`src/rtl/sram_port_arbiter.sv`:
```
// Arbitrates one SRAM-like memory port between instruction fetch and data load/store.
// Data wins ties except after STARVE_LIMIT consecutive data grants with fetch pending.
module sram_port_arbiter #(
    parameter int unsigned STARVE_LIMIT = 4
) (
    input  logic        clk,
    input  logic        resetn,

    input  logic        inst_req,
    input  logic [31:0] inst_addr,
    output logic        inst_addr_ok,
    output logic        inst_data_ok,
    output logic [31:0] inst_rdata,

    input  logic        data_req,
    input  logic        data_wr,
    input  logic [3:0]  data_wstrb,
    input  logic [31:0] data_addr,
    input  logic [31:0] data_wdata,
    output logic        data_addr_ok,
    output logic        data_data_ok,
    output logic [31:0] data_rdata,

    output logic        mem_req,
    output logic        mem_wr,
    output logic [3:0]  mem_wstrb,
    output logic [31:0] mem_addr,
    output logic [31:0] mem_wdata,
    input  logic        mem_addr_ok,
    input  logic        mem_data_ok,
    input  logic [31:0] mem_rdata,

    output logic        busy
);

    typedef enum logic [1:0] {
        S_IDLE,
        S_REQ,
        S_WAIT
    } state_t;

    typedef enum logic [1:0] {
        G_NONE,
        G_INST,
        G_DATA
    } grant_t;

    localparam logic [3:0] LIMIT = 4'(STARVE_LIMIT);

    state_t      state, state_d;
    grant_t      grant, grant_d;
    logic [3:0]  starve_cnt, starve_cnt_d;
    logic        wr_d;
    logic [3:0]  wstrb_d;
    logic [31:0] addr_d;
    logic [31:0] wdata_d;
    logic        pick_inst;

    // Fetch wins only when alone or once data has starved it for LIMIT grants.
    assign pick_inst = inst_req && (!data_req || (starve_cnt == LIMIT));

    // NOTE: every signal written here gets a default first, so no path leaves it unassigned (no latch).
    always_comb begin
        state_d      = state;
        grant_d      = grant;
        starve_cnt_d = starve_cnt;
        wr_d         = mem_wr;
        wstrb_d      = mem_wstrb;
        addr_d       = mem_addr;
        wdata_d      = mem_wdata;

        case (state)
            S_IDLE: begin
                if (inst_req || data_req) begin
                    state_d = S_REQ;
                    if (pick_inst) begin
                        grant_d      = G_INST;
                        starve_cnt_d = '0;
                        addr_d       = inst_addr;
                        wr_d         = 1'b0;
                        wstrb_d      = '0;
                        wdata_d      = '0;
                    end else begin
                        grant_d = G_DATA;
                        addr_d  = data_addr;
                        wr_d    = data_wr;
                        wstrb_d = data_wstrb;
                        wdata_d = data_wdata;
                        if (inst_req && (starve_cnt != LIMIT))
                            starve_cnt_d = starve_cnt + 4'd1;
                    end
                end
            end
            S_REQ: begin
                if (mem_addr_ok)
                    state_d = S_WAIT;
            end
            S_WAIT: begin
                if (mem_data_ok) begin
                    state_d = S_IDLE;
                    grant_d = G_NONE;
                end
            end
            default: begin
                state_d = S_IDLE;
                grant_d = G_NONE;
            end
        endcase
    end

    // NOTE: sequential state uses non-blocking assignments so every register samples pre-edge values.
    always_ff @(posedge clk or negedge resetn) begin
        if (!resetn) begin
            state      <= S_IDLE;
            grant      <= G_NONE;
            starve_cnt <= '0;
            mem_wr     <= 1'b0;
            mem_wstrb  <= '0;
            mem_addr   <= '0;
            mem_wdata  <= '0;
        end else begin
            state      <= state_d;
            grant      <= grant_d;
            starve_cnt <= starve_cnt_d;
            mem_wr     <= wr_d;
            mem_wstrb  <= wstrb_d;
            mem_addr   <= addr_d;
            mem_wdata  <= wdata_d;
        end
    end

    // Handshakes are decoded from registered state, so reset silences them at once.
    assign mem_req      = (state == S_REQ);
    assign busy         = (state != S_IDLE);
    assign inst_addr_ok = (state == S_REQ)  && (grant == G_INST) && mem_addr_ok;
    assign data_addr_ok = (state == S_REQ)  && (grant == G_DATA) && mem_addr_ok;
    assign inst_data_ok = (state == S_WAIT) && (grant == G_INST) && mem_data_ok;
    assign data_data_ok = (state == S_WAIT) && (grant == G_DATA) && mem_data_ok;
    assign inst_rdata   = mem_rdata;
    assign data_rdata   = mem_rdata;

endmodule

```
`config.mk`:
```
export PLATFORM = sky130hd
export DESIGN_NAME = sram_port_arbiter
export DESIGN_NICKNAME = d
export VERILOG_FILES = /design/src/rtl/sram_port_arbiter.sv
export SDC_FILE = /design/constraint.sdc
export NUM_CORES = 1
export LEC_CHECK = 0
export BUFFER_PORTS_ARGS = -buffer_cell sky130_fd_sc_hd__buf_2
export CAP_MARGIN = 20
export CORE_AREA = 2 2 108 110
export DETAILED_ROUTE_END_ITERATION = 6
export DIE_AREA = 0 0 110 112
export PLACE_DENSITY_LB_ADDON = 0.08
export SYNTH_ARGS = -nofsm -noshare
export SYNTH_HDL_FRONTEND = slang
export SYNTH_SLANG_ARGS = --single-unit
```
`constraint.sdc`:
```
create_clock -name clk -period 2.47 [get_ports clk]
set_clock_uncertainty 0.1 [all_clocks]
set_input_delay 0.247 -clock clk [delete_from_list [all_inputs] [get_ports clk]]
set_output_delay 0.247 -clock clk [all_outputs]
set_load 0.03 [all_outputs]
```
Yosys cells after proc, flatten, opt, wreduce, memory -nomap -nowiden

Index checks and enable logic that the tools add are counted.

Register bits: 77
Input bits: 139
Output and inout port bits: 139

Eq/ne operators: 9
Bitwise gates (word level): 1
Muxes and demuxes: 13
Reductions and logical operators: 20
Add/sub/neg operators: 1

Operators with widths:

| kind                | number |
|---|---|
| $mux 32             | 2 |
| $mux 4              | 3 |
| $pmux 2 s3          | 2 |
| $logic_and 1x1->1   | 10 |
| $mux 2              | 5 |
| $reduce_and 3->1    | 3 |
| $add 4x1->4 const B | 1 |
| $eq 2x1->1 const B  | 2 |
| $eq 2x2->1 const B  | 2 |
| $eq 4x3->1 const B  | 1 |
| $ne 2x2->1 const B  | 2 |
| $ne 4x3->1 const B  | 1 |
| $reduce_bool 2->1   | 2 |
| $logic_not 2->1     | 1 |
| $logic_or 1x1->1    | 2 |
| $ne 2x1->1 const B  | 1 |
| $reduce_and 2->1    | 1 |
| $logic_not 1->1     | 1 |
| $mux 1              | 1 |
| $not 1->1           | 1 |

Longest topological paths before layout

Gate-level depths: netlist (run 1).

Depth after elaboration: 6
Mapped depth: 7

Worst setup path before layout (run 1)

No wires, ideal clock.

Kind: flip-flop to output port
From: reg state[1]
To: out data_addr_ok
Data required time: 2.123 ns
Arrival: 1.566 ns
Path buffers: 0
Path slack: 0.557 ns
Stages on the path, launching flop included: 4
Cells stage by stage: dfrtp_1 -> nor2b_1 -> nand2_1 -> nor2_1

Longest elaborated chain between the ends: 3

RTL lines:

| element                        | RTL line | RTL |
|---|---|---|
| start, declared                | 50       | `state_t state, state_d;` |
| start signal, assigned         | 122      | `state <= state_d;` |
| $eq 2x1->1                     | n/a      |  |
| net mem_req                    | 24       | `output logic mem_req,` |
| $logic_and 1x1->1 (2 in a row) | 136      | `assign data_addr_ok = (state == S_REQ) && (grant == G_DATA) && mem_addr_ok;` |
| end, declared                  | 20       | `output logic data_addr_ok,` |

The timed path passes the listed nets, and every way through them passes these cells.

Final worst setup path (run 1)

From: reg state[0]
To: out busy

Longest elaborated chain between the ends: 1

RTL lines:

| element           | RTL line | RTL |
|---|---|---|
| $reduce_bool 2->1 | 134      | `assign busy = (state != S_IDLE);` |
| end, declared     | 33       | `output logic busy` |

No other way between the ends.

==> out/results.md, run 1 <==
| Step | Item | Value |
|:---|:---|:---|
| run status | Result of the run | complete, no violations |
| detailed routing | Violation count after the first detailed-route iteration | 207 |
| flow run | # Max-Cap Violations | 0 |
| clock network | Number of resized instances in the post-cts repair step | 0 |
| timing | Worst slew margin | 57.9% |
| detailed routing | Vias | 3560 |
| floorplan | Die height | 112 um |
| global routing | Via count of the first global-routing pass | 3572 |
| power | Standby leakage power | 2.57 nW |
| clock network | Clk pin slew, worst setup/hold paths | 0.06 ns |
| timing | Final worst setup slack | 0.452 ns |
| power | Share of total power in combinational logic | 49.5% |
| power | Share of total power in the clock network | 19.2% |
| floorplan | I/O pin count | 278 |
| detailed routing | First drt pass iteration count | 4 |
| power | Overall power after layout | 6.98 mW |
| floorplan | Placeable Area | 11200 sq um |
| setup path | Worst Path Required | 2.12 ns |
| timing | Fin crit share | 81.7% |
| timing | Fmax achieved | 496 MHz |
| placement | Final estimated routing congestion in global placement | 0.831 |
| finish | Net count, final | 637 |
| detailed routing | Number of nets with antenna violations after routing | 0 |
| clock network | Worst-case clock buffer depth | 2 |
| setup path | Endpoint arrival time on the critical path | 1.67 ns |
| finish | Ant diodes | 0 |
| floorplan | Initial standard-cell utilization of the core | 37.7% |
| floorplan | Area enclosed by the die boundary | 12300 sq um |
| power | Power spent charging and discharging nets | 3.15 mW |
| placement | Count of input and output buffers | 181 |
| global routing | Final global-route overflow total | 0 |
| timing | Least-Margin Pin Slew | 0.632 ns |
| yosys | Synth top area share | 45.8% |
| worst hold path | Hold Path Class | input port to register |
| yosys | Synth top area cells | sky130_fd_sc_hd__dfrtp_1, sky130_fd_sc_hd__buf_4, sky130_fd_sc_hd__o2bb2ai_1, sky130_fd_sc_hd__a221o_1, sky130_fd_sc_hd__and4_1 |
| power | Sw Share | 45.1% |
| yosys | Count of synthesis-stage warnings from yosys | 0 |
| yosys | Cell type with the largest total area after synthesis | sky130_fd_sc_hd__dfrtp_1 |
| clock network | Clock root buffer | sky130_fd_sc_hd__clkbuf_16 |
| detailed routing | Routed wire length per instance | 19.0 um |
| placement | Count of placed standard cells including taps | 627 |
| clock network | CTS Buf Count | 9 |
| yosys | Net count of the mapped netlist | 537 |
| setup path | Top fanout value on the critical path | 43 |
| global routing | Largest net degree at the start of global routing | 60 |
| power | Power density over the cells | 1380 nW/um^2 |
| timing | Final hold viol count | 0 |
| finish | Share of layout cells above drive strength 1 | 43.3% |
| yosys | Distinct cell type count of the synthesized netlist | 34 |
| power | Internal power of the cells | 3.83 mW |
| floorplan | Cell row count | 39 |
| yosys | Mean cell area of the mapped netlist | 10.6 sq um |
| setup path | CP endpoint kind | output port |
| yosys | Fraction of the yosys area taken by sequential cells | 45.8% |
| global routing | Global-route wire length before repair | 19.3 mm |
| timing | Setup-failing EPs final | 0 |
| timing | Final-report max-slew violation count | 0 |
| detailed routing | Total Routed Length | 12.3 mm |
| clock network | CTS H-tree depth | 3 |
| setup path | Kind of critical path | register to output port |
| timing | Unrepaired setup endpoints after global routing | no |
| global routing | Initial antenna violation count | 0 |
| yosys | Flip-flop and latch count after synthesis | 77 |
| finish | Layout-stage area growth over the synthesis result | 20.2% |
| placement | Worst slack at placement | 0.407 ns |
| global routing | Overall track demand over capacity in global routing | 19.9% |
| finish | Core occupancy in the finished layout | 45.3% |
| power | Sequential share of power | 31.2% |
| yosys | Post-synthesis cell count | 396 |
| clock network | Clk sink count | 77 |
| finish | Filler cell count | 1085 |
| placement | Final HPWL DP | 8.11 mm |
| setup path | Crit start category | register |
| finish | Number of non-filler instances in the completed layout | 644 |
| clock network | Worst-Skew Late Latency | 0.33 ns |
| floorplan | Width of the chip | 110 um |
| detailed routing | DR DRC count | 0 |
| power | Worst IR drop on VDD | 1120 uV |
| detailed routing | Ratio of routed vias to standard cells | 5.53 |
| clock network | CTS tree | built |
| timing | Fin crit period | 2.02 ns |
| timing | Setup TNS | 0 ns |
| yosys | Total standard cell area after synthesis | 4210 sq um |
==> metal layers <==
layer | GRT usage, % | wire length [um] | vias up
li1 | - | - | 1629
met1 | 26.6 | 5240 | 1767
met2 | 31.2 | 5960 | 117
met3 | 4.63 | 715 | 47
met4 | 7.34 | 337 | 0
met5 | 0 | 0 | -
==> synthesized netlist by cell type, drive strengths merged <==
master   instances
dfrtp           77
and4            32
nand3           37
or2              1
nand4            2
o311ai           3
a32o             1
and3b            1
o21ai            4
o22ai            1
inv              5
mux2i            1
a211oi           1
nor2             6
nand4b           1
a221o           32
and3            32
nand2            6
nor3b            1
nand3b           1
buf             87
nor2b            1
clkbuf          18
nand2b           4
or4b             1
ha               2
o2bb2ai         37
or3b             1
==> through the flow <==
step	instance area, sq um	hold WS [ns]
2_1_floorplan	4210	-0.149
3_3_place_gp	4750	0.127
3_5_place_dp	4750	0.120
4_1_cts	5060	0.00697
5_1_grt	5060	0.0138
6_report	5060	0.0129
==> worst paths after layout <==
| kind | startpoint | endpoint | slack [ns] | depth (start not counted) |
|---|---|---|---|---|
| worst max-delay path | state[0]$_DFFE_PN0P_ | busy | 0.45 | 4 |
| worst min-delay path | mem_addr_ok | state[0]$_DFFE_PN0P_ | 0.01 | 2 |
| worst max register to register | starve_cnt[0]$_DFFE_PN0P_ | mem_addr[26]$_DFFE_PN0P_ | 0.46 | 6 |
| worst min register to register | mem_wdata[13]$_DFFE_PN0P_ | mem_wdata[13]$_DFFE_PN0P_ | 0.38 | 1 |
| max in group asynchronous | resetn | mem_wdata[18]$_DFFE_PN0P_ | 1.37 | 3 |
| min in group asynchronous | resetn | mem_addr[7]$_DFFE_PN0P_ | 0.30 | 2 |
==> logic make-up after synthesis <==
family / after synthesis / share of synthesized area (%)
adder cells (fa/ha/maj): 2 / 0.595
flip-flops: 77 / 45.8
AO/OA/AOI/OAI: 79 / 17.1
buffers and inverters: 110 / 16.5
multiplexers: 1 / 0.238
AND/OR/NAND/NOR: 127 / 19.8
==> sequential cells by signal, indices dropped and copies added, names as in the netlist <==
signal	count
mem_addr	32
mem_wdata	32
mem_wstrb	4
starve_cnt	4
grant	2
state	2
mem_wr	1
==> final cells by class <==
cell class | instances | area [sq um] | area share [%]
multi-input combinational | 209 | 1600 | 31.6
tap | 143 | 179 | 3.54
clock inverter | 6 | 62.6 | 1.24
timing repair buffer | 194 | 1030 | 20.4
clock buffer | 10 | 239 | 4.73
inverter | 5 | 18.8 | 0.371
sequential | 77 | 1930 | 38.1
==> critical path: stages, from the launching register on <==
cell	delay [ns]
sky130_fd_sc_hd__dfrtp_1	0.49
sky130_fd_sc_hd__nor2_4	0.17
sky130_fd_sc_hd__buf_4	0.41
sky130_fd_sc_hd__inv_1	0.07
sky130_fd_sc_hd__buf_2	0.19
==> layout by cell type (no fill, tap or decap), drive strengths merged, types with 2 or more instances in the layout <==
cell type and count:
a221o 32, and3 32, and4 32, buf 193
clkbuf 10, clkinv 2, clkinvlp 3, dfrtp 77
ha 2, inv 5, nand2 6, nand2b 4
nand3 37, nand4 2, nor2 6, o21ai 4
o2bb2ai 37, o311ai 3
==> power groups by stage <==
| stage | clock (mW) | combinational [mW] | sequential, mW |
|---|---|---|---|
| final | 1.34 | 3.46 | 2.18 |
| after global routing | 1.43 | 3.71 | 2.26 |
| after CTS | 1.38 | 3.48 | 2.18 |
| after detailed placement | 0 | 3.48 | 2.19 |
| after global placement | 0 | 3.45 | 2.19 |
| after floorplan | 0 | 1.72 | 3.11 |
==> what timing repair did <==
action                                 in CTS  in global routing
hold buffers                                1                  0
buffers inserted                            0                  0
endpoints found under the hold margin      30                  0
(Power assumes the default switching activity.)
==> inputs of run 2 (changes only) <==
--- a/config.mk
+++ b/config.mk
@@ -7,9 +7,9 @@
 export LEC_CHECK = 0
 export BUFFER_PORTS_ARGS = -buffer_cell sky130_fd_sc_hd__buf_2
 export CAP_MARGIN = 20
-export CORE_AREA = 2 2 108 110
+export CORE_MARGIN = 2
+export CORE_UTILIZATION = 38
 export DETAILED_ROUTE_END_ITERATION = 6
-export DIE_AREA = 0 0 110 112
 export PLACE_DENSITY_LB_ADDON = 0.08
 export SYNTH_ARGS = -nofsm -noshare
 export SYNTH_HDL_FRONTEND = slang
==> constraint.sdc (replaced) <==
create_clock -name clk -period 1.6 [get_ports clk]
set_clock_uncertainty 0.1 [all_clocks]
set_input_delay 0.16 -clock clk [delete_from_list [all_inputs] [get_ports clk]]
set_output_delay 0.16 -clock clk [all_outputs]
set_load 0.03 [all_outputs]
==> run 2 against run 1 <==
  * The run now ends with setup timing left
  * Sequential share of layout area down 8.2 points
  * Clock-buffer cell count increased by 1
  * Cell area increased by 27%
  * Largest cell class is now multi-input gates
==> out/results.md, run 2 (synthesized netlist as in run 1, its figures left out) <==
| Step | Item | Value |
|:---|:---|:---|
| floorplan | Area enclosed by the die boundary | 11900 sq um |
| finish | Area of all placed cells without fillers | 6440 sq um |
| clock network | Clk pin slew, worst setup/hold paths | 0.08 ns |
| placement | Standard cell area after detailed placement | 4980 sq um |
| detailed routing | First drt pass iteration count | 4 |
| detailed routing | Total Routed Length | 14.2 mm |
| timing | Min Hold Slack | 0.0413 ns |
| power | Overall power after layout | 12.7 mW |
| placement | Final HPWL DP | 8.07 mm |
| finish | Filler cell count | 917 |
| setup path | CP endpoint kind | register |
| worst hold path | Hold Path Class | input port to register |
| power | Standby leakage power | 3.12 nW |
| finish | Largest registers | mem_addr x32, mem_wdata x32 |
| worst hold path | Number of instances on the worst hold path | 3 |
| finish | Commonest non-fill, non-tap cells in the layout | sky130_fd_sc_hd__buf_2, sky130_fd_sc_hd__dfrtp_1, sky130_fd_sc_hd__dlygate4sd3_1 |
| floorplan | Width of the chip | 109 um |
| setup path | Capture point of the worst reg-to-reg path | mem_wstrb[0]$_DFFE_PN0P_ |
| detailed routing | Number of nets with antenna violations after routing | 0 |
| setup path | CP max stage cell | sky130_fd_sc_hd__dfrtp_1 |
| setup path | Reg-to-reg startpoint | starve_cnt[1]$_DFFE_PN0P_ |
| setup path | Setup slack of the most critical reg-to-reg path | -0.1 ns |
| global routing | Global-route wire length before repair | 20.6 mm |
| timing | Worst slew margin | 70.8% |
| detailed routing | Routed wire length per instance | 19.7 um |
| power | Worst IR drop on VDD | 1050 uV |
| timing | Final worst setup slack | -0.0958 ns |
| worst hold path | Destination of the worst hold path | mem_addr[13]$_DFFE_PN0P_ |
| finish | Most common library cell in the layout ignoring fill and taps | sky130_fd_sc_hd__buf_2 |
| floorplan | I/O pin count | 278 |
| global routing | Via count of the first global-routing pass | 3949 |
| clock network | CTS tree | built |
| setup path | Worst setup path start | starve_cnt[1]$_DFFE_PN0P_ |
| clock network | CTS H-tree depth | 3 |
| setup path | Cell Chain, Critical Path | inv_2 -> ha_4 -> nand4b_1 -> buf_4 -> o21ai_4 -> buf_12 -> buf_12 -> o2bb2ai_1 |
| clock network | Worst-Skew Late Latency | 0.37 ns |
| setup path | Top fanout value on the critical path | 8 |
| global routing | Overall track demand over capacity in global routing | 22.7% |
| clock network | CTS Buf Count | 9 |
| timing | Fin crit share | 106% |
| timing | Final-report max-slew violation count | 0 |
| timing | Final hold viol count | 0 |
| power | Power density over the cells | 1970 nW/um^2 |
| setup path | CP top delay family | buffers and inverters |
| worst hold path | Worst hold start | inst_addr[13] |
| timing | Fmax achieved | 590 MHz |
| setup path | Kind of critical path | register to register |
| setup path | Endpoint arrival time on the critical path | 1.85 ns |
| placement | Worst slack at placement | -0.0814 ns |
| global routing | Final global-route overflow total | 0 |
| detailed routing | Ratio of routed vias to standard cells | 5.54 |
| clock network | Worst-case clock buffer depth | 2 |
| global routing | Initial antenna violation count | 0 |
| detailed routing | Violation count after the first detailed-route iteration | 195 |
| run status | Result of the run | complete, but fails checks |
| finish | Net count, final | 713 |
| floorplan | Cell row count | 38 |
| clock network | Clk sink count | 77 |
| timing | Setup TNS | -3.98 ns |
| global routing | Largest net degree at the start of global routing | 78 |
| timing | Unrepaired setup endpoints after global routing | yes |
| finish | Layout-stage area growth over the synthesis result | 53.1% |
| flow run | # Max-Cap Violations | 0 |
| placement | Count of input and output buffers | 181 |
| placement | Final estimated routing congestion in global placement | 0.732 |
| timing | Setup-failing EPs final | 70 |
| setup path | Worst Path Required | 1.75 ns |
| timing | Fin crit period | 1.70 ns |
| setup path | Crit start category | register |
| setup path | Crit-path most repeated cell | sky130_fd_sc_hd__buf_12 |
| detailed routing | DR DRC count | 0 |
| setup path | Worst path max stage delay | 0.40 ns |
| floorplan | Die height | 109 um |
| detailed routing | Vias | 3977 |
| floorplan | Placeable Area | 10800 sq um |
| setup path | Depth of the worst register-to-register path | 8 |
| setup path | Total buffers and inverters traversed by the critical path | 4 |
| finish | Share of layout cells above drive strength 1 | 51.1% |
| run status | Violated checks | setup timing |
| clock network | Clock root buffer | sky130_fd_sc_hd__clkbuf_8 |
| timing | Least-Margin Pin Slew | 0.437 ns |
| floorplan | Initial standard-cell utilization of the core | 38.8% |
run 2: cell count changes in the layout (fill, tap and decap cells not counted), sizes merged:
cell         delta
dlygate4sd3    +39
clkinvlp        -3
diode           +1
buf            +32
bufbuf          +2
clkinv          +2
clkbuf          +4
run 2: worst max-delay path by stage:
stage	endpoint	slack (ns)	depth (start not counted)
floorplan	data_addr_ok	-0.05	3
global placement	mem_addr[0]$_DFFE_PN0P_	-0.04	6
detailed placement	mem_addr[1]$_DFFE_PN0P_	-0.08	6
CTS	starve_cnt[0]$_DFFE_PN0P_	-0.08	4
global route	mem_wstrb[0]$_DFFE_PN0P_	-0.16	8
finish	mem_wstrb[0]$_DFFE_PN0P_	-0.1	8
run 2: layer usage:
| metal | up-vias | GRT usage, % | share of wire, % |
|---|---|---|---|
| met5 | - | 0 | 0 |
| met4 | 0 | 10.1 | 3.2 |
| met3 | 55 | 4.78 | 5.3 |
| met2 | 145 | 37.8 | 50 |
| met1 | 1978 | 28.3 | 41 |
| li1 | 1799 | - | - |
run 2: what timing repair did:
action,4_1_cts,5_1_grt
pin swaps,2,31
setup endpoints to repair,60,76
endpoints found under the hold margin,116,0
gates resized for setup,21,67
buffers inserted,11,2
cloned,4,3
hold buffers,40,0
run 2: stage by stage:
stage / utilization, % / instances
2_1_floorplan: - / 396
3_3_place_gp: 46.0 / 642
3_5_place_dp: 46.0 / 642
4_1_cts: 54.1 / 713
5_1_grt: 59.4 / 717
6_report: 59.4 / 718
run 2: final cells by class:
cell class	instances	area [sq um]	share of cell area (%)
tap	140	175	2.72
clock inverter	5	50.0	0.777
antenna	1	2.50	0.0388
clock buffer	11	141	2.19
sequential	77	1930	29.9
inverter	5	18.8	0.291
multi-input combinational	209	2120	33.0
timing repair buffer	270	2000	31.1
run 2: power by group:
| part | internal, mW | total (mW) | leakage [nW] | switching, mW |
|---|---|---|---|---|
| registers | 2.81 | 3.44 | 0.967 | 0.632 |
| clock network | 0.754 | 1.51 | 0.103 | 0.759 |
| logic | 3.52 | 7.77 | 2.05 | 4.25 |
run 2: worst register-to-register path, stage by stage, from the launching register on:
cell and delay (ns):
sky130_fd_sc_hd__dfrtp_1 0.40, sky130_fd_sc_hd__inv_2 0.08, sky130_fd_sc_hd__ha_4 0.13, sky130_fd_sc_hd__nand4b_1 0.13, sky130_fd_sc_hd__buf_4 0.18, sky130_fd_sc_hd__o21ai_4 0.12
sky130_fd_sc_hd__buf_12 0.20, sky130_fd_sc_hd__buf_12 0.16, sky130_fd_sc_hd__o2bb2ai_1 0.08
